<file path="config.mk">
export PLATFORM = sky130hd
export DESIGN_NAME = seq_divider
export DESIGN_NICKNAME = d
export VERILOG_FILES = /design/src/rtl/seq_divider_pkg.sv /design/src/rtl/seq_divider_div_step.sv /design/src/rtl/seq_divider.sv
export SDC_FILE = /design/constraint.sdc
export NUM_CORES = 1
export LEC_CHECK = 0
export CORE_UTILIZATION = 48
export DETAILED_ROUTE_END_ITERATION = 10
export HOLD_SLACK_MARGIN = 0.06
export PLACE_DENSITY = 0.83
export SYNTH_ARGS = -nofsm -noshare
export SYNTH_HDL_FRONTEND = slang
export SYNTH_SLANG_ARGS = --single-unit
</file>
<file path="constraint.sdc">
create_clock -name clk -period 3.4 [get_ports clk]
set_input_delay 0.34 -clock clk [delete_from_list [all_inputs] [get_ports clk]]
set_output_delay 0.34 -clock clk [all_outputs]
set_load 0.02 [all_outputs]
</file>
<file path="src/rtl/seq_divider_pkg.sv">
// Shared types and constants for the iterative restoring divider.
package seq_divider_pkg;

    localparam int unsigned DEF_W = 4;

    // Quotient reported on overflow or divide-by-zero; sliced to W by users.
    localparam logic [63:0] OVF_QUOT = '1;

    typedef enum logic [1:0] {
        StIdle,
        StRun,
        StDone
    } state_t;

endpackage

</file>
<file path="src/rtl/seq_divider_div_step.sv">
// One restoring-division step: (W+1)-bit trial subtract of the divisor from the
// shifted partial remainder, restoring the shifted value when the subtract would go negative.
module seq_divider_div_step #(
    parameter int unsigned W = seq_divider_pkg::DEF_W
) (
    input  logic [W-1:0] rem_in,
    input  logic         bit_in,
    input  logic [W-1:0] y,
    output logic [W-1:0] rem_out,
    output logic         q_bit
);

    logic [W:0] shifted;

    always_comb begin
        // Keep the full W+1 bits: the shifted remainder can carry out before the subtract.
        shifted = {rem_in, bit_in};
        q_bit   = (shifted >= {1'b0, y});
        rem_out = q_bit ? W'(shifted - {1'b0, y}) : shifted[W-1:0];
    end

endmodule

</file>
<file path="src/rtl/seq_divider.sv">
// Iterative unsigned restoring divider: 2W-bit dividend by W-bit divisor, one quotient
// bit per cycle, valid/ready handshake on both sides.
module seq_divider
    import seq_divider_pkg::*;
#(
    parameter int unsigned W = DEF_W
) (
    input  logic           clk,
    input  logic           rst,
    input  logic           in_valid,
    output logic           in_ready,
    input  logic [2*W-1:0] x,
    input  logic [W-1:0]   y,
    output logic           out_valid,
    input  logic           out_ready,
    output logic [W-1:0]   q,
    output logic [W-1:0]   r,
    output logic           err
);

    localparam int unsigned CW = $clog2(W);

    state_t        state;
    logic [CW-1:0] cnt;
    logic [W-1:0]  rem;
    logic [W-1:0]  quo;
    logic [W-1:0]  ydiv;
    logic [W-1:0]  rem_nxt;
    logic          q_bit;

    seq_divider_div_step #(
        .W (W)
    ) u_step (
        .rem_in  (rem),
        .bit_in  (quo[W-1]),
        .y       (ydiv),
        .rem_out (rem_nxt),
        .q_bit   (q_bit)
    );

    assign in_ready = (state == StIdle) && !rst;

    always_ff @(posedge clk or posedge rst) begin
        if (rst) begin
            state     <= StIdle;
            cnt       <= '0;
            rem       <= '0;
            quo       <= '0;
            ydiv      <= '0;
            out_valid <= 1'b0;
            q         <= '0;
            r         <= '0;
            err       <= 1'b0;
        end else begin
            case (state)
                StIdle: begin
                    if (in_valid) begin
                        ydiv <= y;
                        // A high half >= divisor means the quotient cannot fit in W bits.
                        if (y == '0 || x[2*W-1:W] >= y) begin
                            q         <= OVF_QUOT[W-1:0];
                            r         <= x[W-1:0];
                            err       <= 1'b1;
                            out_valid <= 1'b1;
                            state     <= StDone;
                        end else begin
                            rem   <= x[2*W-1:W];
                            quo   <= x[W-1:0];
                            cnt   <= CW'(W - 1);
                            err   <= 1'b0;
                            state <= StRun;
                        end
                    end
                end
                StRun: begin
                    rem <= rem_nxt;
                    quo <= {quo[W-2:0], q_bit};
                    if (cnt == '0) begin
                        q         <= {quo[W-2:0], q_bit};
                        r         <= rem_nxt;
                        out_valid <= 1'b1;
                        state     <= StDone;
                    end else begin
                        cnt <= cnt - CW'(1);
                    end
                end
                StDone: begin
                    if (out_ready) begin
                        out_valid <= 1'b0;
                        state     <= StIdle;
                    end
                end
                default: state <= StIdle;
            endcase
        end
    end

endmodule

</file>
==> results.txt <==
----------------------------------------------------
[Run status]
  Status ... completed

[Floorplanning]
  Die height ... 58.0 um
  Total Die Area ... 3370 um2
  Starting density of the core ... 52.4%
  Core Rows ... 19
  Core box area ... 2880 um2
  Width of the die ... 58.0 um
  I/O pin total ... 27

[Yosys]
  Avg Cell Area, Syn ... 9.31 um2
  Yosys warning count ... 0
  Synthesized net count ... 188
  Netlist area before placement ... 1510 um2
  Flops & latches, synth ... 26
  Seq/Total Area, Yosys ... 43.2%
  Primary flip-flop cell chosen by synthesis mapping ... sky130_fd_sc_hd__dfrtp_1
  Share of async-settable or async-resettable flops after synthesis ... 100%
  Number of different library cells in the post-synthesis netlist ... 40
  Number of enable-type register cells in the synthesized netlist ... 0
  Mapped Cells ... 162

[STA]
  Clock period minus worst slack ... 2250 ps
  Final Slew Violations ... 0
  Transition time of the tightest slew-check pin ... 991 ps
  Hold Violations, Final ... 0
  Final setup violation count ... 0
  RSZ-0062 raised after global routing ... no
  Part of the cycle the worst path needs ... 66.1%
  Maximum achievable frequency ... 445 MHz
  Worst-case headroom to the max-slew limit ... 33.9%
  Post-route worst setup slack ... 1150 ps
  Worst setup skew after layout ... 10.9 ps
  Final TNS setup ... 0 ps

[Power and ir drop]
  Pleak ... 0.827 nW
  Net Switching ... 0.737 mW
  Fraction of power consumed by combinational cells ... 57.9%
  Share of total power in the clock network ... 7.8%
  Sw Share ... 44.0%
  Share of power burned in registers ... 34.3%
  Largest voltage drop on the vdd net ... 0.000520 V
  Cell Pwr Density ... 913 nW/um2
  Internal power ... 0.937 mW

[Placed design]
  Buffers added on ports ... 26
  HPWL Detailed ... 2610 um
  Post-Place Worst Slack ... 841 ps
  Final RePlAce weighted congestion ... 0.844

[Route]
  Drt first pass iters ... 4
  Via density per instance ... 5.67
  Number of violations reported at the end of detailed-routing iteration 0 ... 48
  Routed wirelength normalized by instance count ... 14.9 um
  # DRC ... 0
  Via count ... 1299
  WL final ... 3400 um
  Antenna Violating Nets Remaining ... 0

[Setup path]
  Worst reg2reg path endpoint ... rem[2]
  Reg2reg path depth ... 5
  Worst Setup Start Kind ... input pin
  Critical path peak fanout ... 8
  Arrival time reported for the critical path endpoint ... 2460 ps
  Setup crit end ... q[0]
  RR Startpoint ... rem[1]
  Slack of the worst reg-to-reg path ... 1370 ps
  Required time at the worst-slack endpoint ... 3610 ps
  Crit Path Category ... input pin to register
  Start point of the critical path ... y[3]
  Setup crit end kind ... register

[Clock network]
  Total number of clock tree sinks ... 26
  Number of instances resized during post-cts repair ... 0
  Clock-pin slew on the worst setup and hold paths ... 130 ps
  CTS buffer count ... 3
  Source-to-sink clock delay at the later pin of the worst-skew pair ... 320 ps
  Cell at the root of the clock tree ... sky130_fd_sc_hd__clkbuf_4
  Number of hold buffers added after cts ... 0
  CTS tree ... done
  Clock buffer depth ... 2
  Number of H-tree levels ... 1
  Number of setup buffers added after CTS ... 0

[Global route]
  Total global routing track utilization ... 22.5%
  Number of antenna violations at the first check in global routing ... 0
  First-pass GRT wire length ... 5730 um
  Overall overflow remaining after global route ... 0
  Maximum number of pins on one net before global-route repair ... 27
  Via count of the first global-routing pass ... 1294

[Min path]
  Class of the most critical hold timing path ... register to register

[Final layout]
  Final standard cell utilization of the core ... 63.7%
  Post-layout net count ... 215
  Antenna Diode Count ... 0
  Synth-to-layout area growth ... 21.5%
  Layout cell share with drive strength beyond 1 ... 6.95%

[Job]
  Maximum Capacitance Violations ... 0

----------------------------------------------------
cell usage in the layout (no fill, tap or decap), types with 3 or more instances in the layout:
cell type and instances:
sky130_fd_sc_hd__a21oi_1 6, sky130_fd_sc_hd__a31oi_1 7, sky130_fd_sc_hd__clkbuf_4 3, sky130_fd_sc_hd__inv_1 17, sky130_fd_sc_hd__clkdlybuf4s50_1 26, sky130_fd_sc_hd__mux2i_1 3, sky130_fd_sc_hd__ha_1 9, sky130_fd_sc_hd__o21ai_0 8
sky130_fd_sc_hd__a21boi_0 3, sky130_fd_sc_hd__nand2_1 21, sky130_fd_sc_hd__dfrtp_1 26, sky130_fd_sc_hd__a2bb2oi_1 4, sky130_fd_sc_hd__nand2b_1 4, sky130_fd_sc_hd__nand3_1 3, sky130_fd_sc_hd__nor2_1 15
critical path: stages:
cell and delay, ps:
sky130_fd_sc_hd__clkdlybuf4s50_1 520, sky130_fd_sc_hd__inv_1 60, sky130_fd_sc_hd__ha_1 300, sky130_fd_sc_hd__a21oi_1 180, sky130_fd_sc_hd__o41ai_2 140, sky130_fd_sc_hd__o21ai_1 360, sky130_fd_sc_hd__nand2_2 240, sky130_fd_sc_hd__mux2_2 320
per-stage QoR:
stage / total power [mW] / hold WS [ps] / instances / cell area (um2)
after floorplan: 1.23 / 380 / 162 / 1510
after global placement: 1.50 / 487 / 226 / 1810
after detailed placement: 1.54 / 499 / 226 / 1810
after CTS: 1.68 / 529 / 229 / 1830
after global routing: 1.82 / 539 / 229 / 1830
final: 1.67 / 525 / 229 / 1830
synth_stat cells, types with 2 or more instances:
library cell,number,area (um2)
sky130_fd_sc_hd__nand2b_1,4,25.0
sky130_fd_sc_hd__a21oi_1,6,30.0
sky130_fd_sc_hd__a311o_1,2,20.0
sky130_fd_sc_hd__mux2_2,2,22.5
sky130_fd_sc_hd__inv_1,17,63.8
sky130_fd_sc_hd__a31oi_1,7,43.8
sky130_fd_sc_hd__ha_1,9,113
sky130_fd_sc_hd__o31ai_1,2,15.0
sky130_fd_sc_hd__clkbuf_1,3,11.3
sky130_fd_sc_hd__a2bb2oi_1,4,35.0
sky130_fd_sc_hd__o21ai_0,8,40.0
sky130_fd_sc_hd__nand2_1,21,78.8
sky130_fd_sc_hd__a21boi_0,3,22.5
sky130_fd_sc_hd__dfrtp_1,26,651
sky130_fd_sc_hd__mux2i_1,3,30.0
sky130_fd_sc_hd__a21o_1,2,15.0
sky130_fd_sc_hd__a311oi_1,2,17.5
sky130_fd_sc_hd__buf_2,3,15.0
sky130_fd_sc_hd__nor2_1,15,56.3
sky130_fd_sc_hd__nand3_1,3,15.0
kinds of logic (layout without fill, tap and decap cells):
logic type / after synthesis / in the layout / share of synthesized area, %
xor gates and xnor gates: 1 / 1 / 0.581
muxes: 5 / 5 / 3.49
adders and majority gates: 10 / 10 / 8.80
DFF: 26 / 26 / 43.2
and+or+nand+nor: 52 / 52 / 16.3
AOI/OAI and AO/OA: 45 / 45 / 21.7
buffers and inverters: 23 / 48 / 5.97
sequential cells by signal, indices dropped and copies added, names as in the netlist:
name	flops
out_valid	1
err	1
q	4
quo	4
r	4
ydiv	4
cnt	2
state	2
rem	4
worst min path at each step:
| stage | from | endpoint | depth (start not counted) |
|---|---|---|---|
| 2_1_floorplan | rst | cnt[0] | 1 |
| 3_3_place_gp | out_valid | out_valid | 1 |
| 3_5_place_dp | out_valid | out_valid | 1 |
| 4_1_cts | q[3] | q[3] | 2 |
| 5_1_grt | q[3] | q[3] | 2 |
| 6_report | q[3] | q[3] | 2 |
per-layer routing:
metal	wire [um]	part of all wire (%)	GRT usage (%)	vias up
li1	-	-	-	620
met1	1490	44	28.0	649
met2	1800	53	40.9	24
met3	75	2.2	2.23	6
met4	38	1.1	6.80	0
met5	0	0	0	-
power by group through the flow:
stage	Combinational [mW]	Clock, mW	Sequential [mW]
2_1_floorplan	0.625	0	0.604
3_3_place_gp	0.926	0	0.570
3_5_place_dp	0.961	0	0.580
4_1_cts	0.970	0.131	0.574
5_1_grt	1.08	0.142	0.595
6_report	0.968	0.130	0.574
cell type report:
cell class	count	area, um2
Fill cell	257	1040
Tap cell	42	52.6
Multi-Input combinational cell	113	767
Clock buffer	3	22.5
Timing Repair Buffer	28	275
Sequential cell	26	651
Inverter	17	63.8
(Power assumes the default switching activity.)
